`src/rtl/instr_fetch_pkg.sv`:
```
// rtl/instr_fetch_pkg.sv - shared widths, constants and state type for the fetch stage
package instr_fetch_pkg;
  localparam int INST_SIZE = 32;
  localparam int DATA_SIZE = 32;
  localparam logic [DATA_SIZE-1:0] PC_STEP   = 32'd4;
  localparam logic [INST_SIZE-1:0] NOP_INSTR = 32'h0000_0013;

  typedef enum logic [1:0] {
    IDLE  = 2'd0,
    FETCH = 2'd1,
    FLUSH = 2'd2
  } t_fetch_state;
endpackage

```
`src/rtl/instr_fetch_fifo.sv`:
```
// rtl/instr_fetch_fifo.sv - small {pc, instr} buffer with registered head and flush
module fetch_fifo #(
  parameter int DEPTH = 2,
  parameter int WIDTH = 64,
  localparam int CW = $clog2(DEPTH + 1),
  localparam int AW = $clog2(DEPTH)
) (
  input  logic             i_clk,
  input  logic             i_rst,
  input  logic             i_push,
  input  logic [WIDTH-1:0] i_push_data,
  input  logic             i_pop,
  input  logic             i_flush,
  output logic [WIDTH-1:0] o_data,
  output logic             o_full,
  output logic             o_empty,
  output logic [CW-1:0]    o_count
);
  logic [WIDTH-1:0] r_mem [DEPTH];
  logic [AW-1:0]    r_rd_ptr;
  logic [AW-1:0]    r_wr_ptr;
  logic [CW-1:0]    r_count;
  logic             w_do_pop;
  logic             w_do_push;

  function automatic logic [AW-1:0] f_next(input logic [AW-1:0] p);
    return (p == AW'(DEPTH - 1)) ? '0 : p + AW'(1);
  endfunction

  assign o_full    = (r_count == CW'(DEPTH));
  assign o_empty   = (r_count == '0);
  assign o_count   = r_count;
  assign o_data    = r_mem[r_rd_ptr];
  assign w_do_pop  = i_pop & ~o_empty;
  assign w_do_push = i_push & (~o_full | w_do_pop);

  // Storage, pointers and occupancy; flush empties the buffer in one edge
  always_ff @(posedge i_clk or posedge i_rst) begin
    if (i_rst) begin
      for (int i = 0; i < DEPTH; i++) r_mem[i] <= '0;
      r_rd_ptr <= '0;
      r_wr_ptr <= '0;
      r_count  <= '0;
    end else if (i_flush) begin
      r_rd_ptr <= '0;
      r_wr_ptr <= '0;
      r_count  <= '0;
    end else begin
      if (w_do_push) begin
        r_mem[r_wr_ptr] <= i_push_data;
        r_wr_ptr        <= f_next(r_wr_ptr);
      end
      if (w_do_pop) r_rd_ptr <= f_next(r_rd_ptr);
      if (w_do_push && !w_do_pop)      r_count <= r_count + CW'(1);
      else if (!w_do_push && w_do_pop) r_count <= r_count - CW'(1);
    end
  end
endmodule

```
`src/rtl/instr_fetch.sv`:
```
// rtl/instr_fetch.sv - fetch stage: PC, in-order imem requests, redirect flush, decode handshake
module instr_fetch
  import instr_fetch_pkg::*;
#(
  parameter logic [DATA_SIZE-1:0] RESET_PC   = 32'h0000_0000,
  parameter int                   FIFO_DEPTH = 2
) (
  input  logic                 i_clk,
  input  logic                 i_rst,
  output logic                 o_imem_req,
  output logic [DATA_SIZE-1:0] o_imem_addr,
  input  logic                 i_imem_gnt,
  input  logic                 i_imem_rvalid,
  input  logic [INST_SIZE-1:0] i_imem_rdata,
  input  logic                 i_redirect,
  input  logic [DATA_SIZE-1:0] i_redirect_pc,
  output logic                 o_dec_valid,
  input  logic                 i_dec_ready,
  output logic [INST_SIZE-1:0] o_instr,
  output logic [DATA_SIZE-1:0] o_pc
);
  localparam int CW = $clog2(FIFO_DEPTH + 1);
  localparam int SW = CW + 1;

  t_fetch_state         r_state;
  t_fetch_state         w_state_nxt;
  logic [DATA_SIZE-1:0] r_pc;
  logic [DATA_SIZE-1:0] w_pc_nxt;
  logic [CW-1:0]        r_out;
  logic [CW-1:0]        r_drop;
  logic [CW-1:0]        w_out_nxt;
  logic [CW-1:0]        w_drop_nxt;
  logic [CW-1:0]        w_occ;
  logic                 w_pop;
  logic                 w_req;
  logic                 w_fire;
  logic                 w_rv;
  logic                 w_flush;
  logic                 w_push;
  logic [DATA_SIZE-1:0] w_rsp_pc;
  logic                 w_fifo_full;
  logic                 w_fifo_empty;
  logic [DATA_SIZE+INST_SIZE-1:0] w_fifo_dout;

  // Request gating, response routing and next-state/PC/drop selection
  always_comb begin
    w_pop    = o_dec_valid & i_dec_ready;
    // Budget counts slots already promised: in flight plus buffered, minus the one leaving now
    w_req    = (r_state == FETCH) &&
               ((SW'(r_out) + SW'(w_occ) - SW'(w_pop)) < SW'(FIFO_DEPTH));
    w_fire   = w_req & i_imem_gnt;
    w_rv     = i_imem_rvalid & (r_out != '0);
    w_out_nxt = r_out + CW'(w_fire) - CW'(w_rv);
    // Outstanding requests are consecutive words ending just below the current PC
    w_rsp_pc = r_pc - (DATA_SIZE'(r_out) << 2);
    w_flush  = i_redirect & (r_state != IDLE);
    w_push   = w_rv & (r_state == FETCH) & (r_drop == '0) & ~w_flush;

    w_state_nxt = r_state;
    w_pc_nxt    = r_pc;
    w_drop_nxt  = r_drop;
    if (w_fire) w_pc_nxt = r_pc + PC_STEP;
    case (r_state)
      IDLE:  w_state_nxt = FETCH;
      FETCH: w_state_nxt = FETCH;
      FLUSH: begin
        if (w_rv) w_drop_nxt = r_drop - CW'(1);
        if (w_drop_nxt == '0) w_state_nxt = FETCH;
      end
      default: w_state_nxt = IDLE;
    endcase
    if (w_flush) begin
      w_pc_nxt    = {i_redirect_pc[DATA_SIZE-1:2], 2'b00};
      w_drop_nxt  = w_out_nxt;
      w_state_nxt = (w_out_nxt != '0) ? FLUSH : FETCH;
    end
  end

  // FSM state register
  always_ff @(posedge i_clk or posedge i_rst) begin
    if (i_rst) r_state <= IDLE;
    else       r_state <= w_state_nxt;
  end

  // PC, in-flight request count and pending-discard count
  always_ff @(posedge i_clk or posedge i_rst) begin
    if (i_rst) begin
      r_pc   <= RESET_PC;
      r_out  <= '0;
      r_drop <= '0;
    end else begin
      r_pc   <= w_pc_nxt;
      r_out  <= w_out_nxt;
      r_drop <= w_drop_nxt;
    end
  end

  fetch_fifo #(
    .DEPTH (FIFO_DEPTH),
    .WIDTH (DATA_SIZE + INST_SIZE)
  ) u_fifo (
    .i_clk       (i_clk),
    .i_rst       (i_rst),
    .i_push      (w_push),
    .i_push_data ({w_rsp_pc, i_imem_rdata}),
    .i_pop       (w_pop),
    .i_flush     (w_flush),
    .o_data      (w_fifo_dout),
    .o_full      (w_fifo_full),
    .o_empty     (w_fifo_empty),
    .o_count     (w_occ)
  );

  assign o_imem_req    = w_req;
  assign o_imem_addr   = r_pc;
  assign o_dec_valid   = ~w_fifo_empty;
  assign {o_pc, o_instr} = w_fifo_dout;

  // A response with nothing in flight is a memory protocol error and is ignored
  a_no_orphan_rvalid: assert property (@(posedge i_clk) disable iff (i_rst)
    !(i_imem_rvalid && (r_out == '0)));

  // The request budget must never let a response arrive into a full buffer
  a_no_overflow: assert property (@(posedge i_clk) disable iff (i_rst)
    !(w_push && w_fifo_full && !w_pop));
endmodule

```
`config.mk`:
```
export PLATFORM = sky130hd
export DESIGN_NAME = instr_fetch
export DESIGN_NICKNAME = d
export VERILOG_FILES = /design/src/rtl/instr_fetch_pkg.sv /design/src/rtl/instr_fetch_fifo.sv /design/src/rtl/instr_fetch.sv
export SDC_FILE = /design/constraint.sdc
export NUM_CORES = 1
export LEC_CHECK = 0
export BUFFER_PORTS_ARGS = -buffer_cell sky130_fd_sc_hd__buf_2
export CAP_MARGIN = 20
export CORE_UTILIZATION = 46
export DETAILED_ROUTE_END_ITERATION = 8
export PLACE_DENSITY = 0.71
export SYNTH_ARGS = -nofsm -noshare
export SYNTH_HDL_FRONTEND = slang
export SYNTH_SLANG_ARGS = --single-unit
```
`constraint.sdc`:
```
create_clock -name i_clk -period 5.23 [get_ports i_clk]
set_input_delay 1.046 -clock i_clk [delete_from_list [all_inputs] [get_ports i_clk]]
set_output_delay 1.046 -clock i_clk [all_outputs]
set_load 0.005 [all_outputs]
```
======== Word-level counts from Yosys, hierarchy flattened ========
Index checks and enable logic that the tools add are counted.
storage, ports and cells
  register bits after elaboration ......... 170
  logic and storage cells ................. 88
cells by class
  add/subtract/negate cells ............... 11
  order comparisons ....................... 4
  equal/unequal tests ..................... 4
  multiplexer cells ....................... 25
  bitwise logic cells ..................... 15
  reduce and logical (&&, ||, !) cells .... 20
operators by type and width
  operator                 number
  $mux W64                 4
  $bwmux W128              1
  $demux W64 S1            1
  $mux W32                 2
  $add A32 B3 Y32 const B  1
  $sub A32 B4 Y32          1
  $mux W2                  10
  $reduce_bool A2 Y1       7
  $and A1 B1 Y1            9
  $logic_not A2 Y1         4
  $mux W1                  6
  $eq A2 B2 Y1 const B     2
  $ge A2 B2 Y1 const B     2
  $logic_and A1 B1 Y1      4
  $not A1 Y2               2
  $pmux W2 S2              1
  $sub A2 B1 Y2 const B    2
  $add A2 B2 Y3            1
  $lt A3 B2 Y1 const B     1
  $ne A3 B2 Y1 const B     1
  $not A1 Y1               3
  $reduce_bool A3 Y1       1
  $sub A3 B1 Y3            1
  $add A1 B1 Y1 const B    2
  9 further kinds          10

======== Logic depth before layout (Yosys ltp) ========
  depth after elaboration ................. 12
  mapped depth ............................ 19
  gate-level depth less buffers ........... 18

======== Cells and area by module ========
A second synthesis with hierarchy kept.
second synthesis, totals
  cells, all modules ...................... 709
  area total of the unflattened synthesis .. 8,743.4 um2
modules (own cells, without submodules)
  module       instances  cells an instance  area an instance (um2)
  fetch_fifo   1          366                5,918.2
  instr_fetch  1          343                2,825.2

======== Worst setup path before layout ========
OpenSTA, ideal clock, no wires.
  path kind ............................... input to register
  from .................................... input port i_dec_ready
  to ...................................... register r_state[1]
  library setup time ...................... 0.118 ns
  arrival time ............................ 3.868 ns
  data required time ...................... 5.112 ns
  setup slack ............................. 1.244 ns
  stages on the path ...................... 16
  buffers on the path ..................... 1
  cell sequence ........................... nand2_1 inv_1 ha_1 nand2b_1 fa_1 and4b_1 and2_1 clkbuf_1 inv_1 ha_1 inv_1 ha_1 xnor2_1 xnor2_1 o221a_2 a21o_1
on the way
  word-level cells in the longest chain between the ends .. 10
ends and longest elaborated chain
  item                  RTL line           text
  start, declared       instr_fetch.sv:18  input logic i_dec_ready,
  $and A1 B1 Y1         instr_fetch.sv:47  w_pop = o_dec_valid & i_dec_ready;
  $sub A3 B1 Y3         instr_fetch.sv:50  ((SW'(r_out) + SW'(w_occ) - SW'(w_pop)) < SW'(FIFO_DEPTH));
  $lt A3 B2 Y1          instr_fetch.sv:50
  $logic_and A1 B1 Y1   instr_fetch.sv:49  w_req = (r_state == FETCH) &&
  $and A1 B1 Y1         instr_fetch.sv:51  w_fire = w_req & i_imem_gnt;
  $add A2 B1 Y2         instr_fetch.sv:53  w_out_nxt = r_out + CW'(w_fire) - CW'(w_rv);
  $sub A2 B1 Y2         instr_fetch.sv:53
  net w_out_nxt[1]      instr_fetch.sv:31  logic [CW-1:0] w_out_nxt;
  $reduce_bool A2 Y1    instr_fetch.sv:75  w_state_nxt = (w_out_nxt != '0) ? FLUSH : FETCH;
  $mux W2               instr_fetch.sv:75
  $mux W2               instr_fetch.sv:72  if (w_flush) begin
  end signal, assigned  instr_fetch.sv:82  else r_state <= w_state_nxt;
  end, declared         instr_fetch.sv:25  t_fetch_state r_state;
The timed path passes the listed nets, and every way through them passes these cells.
A chain may end at the register's enable or synchronous reset.

======== Worst setup path in the final report ========
Same ends and word-level chain as after synthesis.

==> results.json <==
{
  "grt_overflow_total": 0,
  "n_antenna_cell": 0,
  "rows": 48,
  "crit_required_ns": 5.54,
  "synth_area_leaders": "dfrtp_1, mux2_2, nand2_1",
  "setup_ws_ns": 1.43,
  "period_minus_slack_ns": 3.80,
  "dp_hpwl_mm": 12.8,
  "timing.rr.start": "u_fifo.o_count[0]$_DFFE_PP0P_",
  "switching_power_mw": 1.82,
  "path_clk_slew_ns": 0.06,
  "syn_inst": 832,
  "drc": 0,
  "cts.repair.resized": 0,
  "nets": 1038,
  "crit_slowest_cell": "fa_1",
  "arrival_ns": 4.11,
  "cts_tree": "yes",
  "synth-compound-area-share_pct": 6.91,
  "met2_usage_pct": 32.9,
  "final_area_mm2": 0.00982,
  "synth_fa_ha_area_share_pct": 1.84,
  "hold_start": "u_fifo.r_mem[87]$_DFFE_PP0P_",
  "cts_buffers": 17,
  "firstDrtPassIters": 5,
  "postSynthAreaPerCell_um2": 9.95,
  "ys_seq_area_share_pct": 49.6,
  "max_freq_ghz": 0.263,
  "ant_nets": 0,
  "r2r_slack_ns": 1.57,
  "cts_sinks": 164,
  "yosysTopAreaCell": "dfrtp_1",
  "crit_type": "input port to flip-flop",
  "root_buffer": "clkbuf_16",
  "yosysUniqueCellTypes": 47,
  "fillerInstances": 1578,
  "period_share_pct": 72.6,
  "syn2layout_area_growth_pct": 18.6,
  "hold_viol": 0,
  "p_seq_share_pct": 40.3,
  "clk_path_buf_depth": 2,
  "synthSimpleGateAreaFrac_pct": 18.3,
  "htreeDepth": 4,
  "io_buffers": 161,
  "status": "finished, final reports clean",
  "track_usage_pct": 21.3,
  "hold_buffers": 0,
  "synthMuxAreaShare_pct": 12.9,
  "core_mm2": 0.0174,
  "grt_most_used_layer": "met2",
  "r2r_cells": 17,
  "hold_end": "u_fifo.r_mem[87]$_DFFE_PP0P_",
  "ir_drop_uv": 313,
  "die_y_um": 136,
  "clockPowerShare_pct": 26.8,
  "intPower_mw": 3.29,
  "routed_wl_mm": 19.0,
  "comb_power_share_pct": 32.9,
  "syn_area_mm2": 0.00828,
  "setup_tns_ns": 0,
  "dieArea_mm2": 0.0185,
  "cp_max_fo": 10,
  "clk_latency_ns": 0.42,
  "total_power_mw": 5.11,
  "crit_buf_inv": 4,
  "power.density_mw_per_mm2": 520,
  "path_cells": "buf_2, nand2_1, inv_1, ha_1, nand2b_1, fa_1, and4b_1, and2_1, inv_1, ha_1, inv_1, ha_1, xnor2_1, xnor2_1, o221a_2, a21o_1",
  "pin_count": 168,
  "fp.dieW_um": 136,
  "grt_max_degree": 127,
  "met1_usage_pct": 29.0,
  "dpl_cell_area_mm2": 0.00917,
  "worst_slew_pin_slew_ns": 1.12,
  "setup_violations": 0,
  "drtIter0Drc": 232,
  "max_cap_viol_count": 0,
  "ys_warn_count": 0,
  "gp_congestion": 0.824,
  "synth_top_area_share_pct": 49.6,
  "wire_per_inst_um": 15.9,
  "switching_share_pct": 35.6,
  "hold_depth": 2,
  "rsz0062_at_grt": "false",
  "worstReg2RegEnd": "r_state[1]$_DFFE_PP0P_",
  "layout-drive-gt1-share_pct": 32.0,
  "grt_util_met3_pct": 4.40,
  "cp_top_family": "adder cells",
  "synth_xor_area_share_pct": 6.35,
  "grt_antenna_before_repair": 0,
  "vias": 6266,
  "synth_top_family_by_area": "simple AND/OR/NAND/NOR gates",
  "finish.utilization_pct": 56.4,
  "initial_core_util_pct": 47.5,
  "grt_pass1_vias": 6002,
  "cp_slowest_stage_delay_ns": 0.50,
  "worst_setup_path_start_kind": "input port",
  "leakage_nw": 4.83,
  "place_ws_ns": 1.02,
  "grt_pass1_wl_mm": 30.5,
  "vias_per_cell": 5.24,
  "cp-end-kind": "flip-flop",
  "skew_ns": 0.0114,
  "maxSlewViolCount": 0,
  "slew_headroom_pct": 24.5,
  "yosys_register_bits": 164,
  "cts_setup_buffers": 0,
  "min_path_type": "flip-flop to flip-flop"
}
## synthesized netlist by cell type (all sizes together)
cell     count
a21oi       38
nand4bb      1
xnor2       31
nand4       11
nand2      167
inv         13
nor4bb       1
nor2b        2
fa           2
ha           9
nor4        12
o211ai       2
and3         3
nand2b       4
a31oi        1
xor2        29
a21o         1
conb         1
o311a        1
and4         5
or3          7
and2         3
o221a        1
or4b         1
mux2        95
nor3b        3
nor2        52
a22oi        2
and4b        2
o221ai       1
clkbuf      46
or4          7
buf         18
dfrtp      164
o21a         3
o21ai       57
nor3        13
nand3       23
## per-stage QoR
step	std cells	hold slack [ns]
floorplan	835	0.442
global placement	1163	0.454
detailed placement	1163	0.459
CTS	1195	0.476
global route	1195	0.491
finish	1195	0.471
## tightest hold or removal path, cell delays in order (launching register included)
cell	delay (ns)
dfrtp_1	0.34
nand2_1	0.05
nand2_1	0.06
## power by group through the flow
stage	logic, mW	registers, mW	clock network [mW]
floorplan	1.28	1.85	0
global placement	1.66	2.06	0
detailed placement	1.69	2.08	0
CTS	1.70	2.05	1.39
global route	1.90	2.12	1.45
finish	1.68	2.06	1.37
## sequential cells by signal (all words and copies together), names as in the netlist
name             cells
r_drop               2
u_fifo.r_mem       124
r_out                2
o_imem_addr         30
r_state              2
u_fifo.r_wr_ptr      1
u_fifo.o_count       2
u_fifo.r_rd_ptr      1
## layer usage
metal | share of wire, % | vias up | wire [um]
li1 | - | 3086 | -
met1 | 46 | 2964 | 8760
met2 | 46 | 183 | 8630
met3 | 6.0 | 33 | 1130
met4 | 2.3 | 0 | 431
met5 | 0 | - | 0
## cell usage in the layout, fill, tap and decap left out, drive strengths merged, types with 3 or more instances in the layout
cell type,netlist,layout
and2,3,3
nor2,52,52
and3,3,3
bufinv,0,4
nand3,23,23
a21oi,38,38
xnor2,31,31
clkinv,0,5
nor3,13,13
inv,13,13
conb,1,4
xor2,29,29
clkbuf,46,21
nor4,12,12
buf,18,167
or3,7,7
mux2,95,95
nand2b,4,4
o21ai,57,57
o21a,3,3
ha,9,9
or4,7,7
nor3b,3,3
and4,5,5
nand2,167,167
nand4,11,11
dfrtp,164,164
## worst max-delay path by stage
stage	from	endpoint	cells after the start	slack, ns
after floorplan	i_dec_ready	r_state[1]$_DFFE_PP0P_	16	1.24
after global placement	i_dec_ready	r_state[1]$_DFFE_PP0P_	16	1.05
after detailed placement	i_dec_ready	r_state[1]$_DFFE_PP0P_	16	1.02
after CTS	i_dec_ready	r_state[1]$_DFFE_PP0P_	16	1.44
after global routing	i_dec_ready	r_state[0]$_DFFE_PP0P_	17	1.25
final	i_dec_ready	r_state[1]$_DFFE_PP0P_	16	1.43
## cell families after synthesis
group,count (synthesis)
DFF,164
xor gates and xnor gates,60
buffers and inverters,77
muxes,95
and+or+nand+nor,317
AOI/OAI and AO/OA,107
other,1
adders and majority gates,11
## cell type report
type	count	area [um^2]	share of cell area [%]
clock buffers	21	480	4.89
clock inverters	11	173	1.76
inverters	13	52.6	0.535
multi-input cells	594	3860	39.4
flip-flops and latches	164	4110	41.8
well taps	225	282	2.87
repair buffers	167	863	8.79
Power figures use the tool's default switching activity.
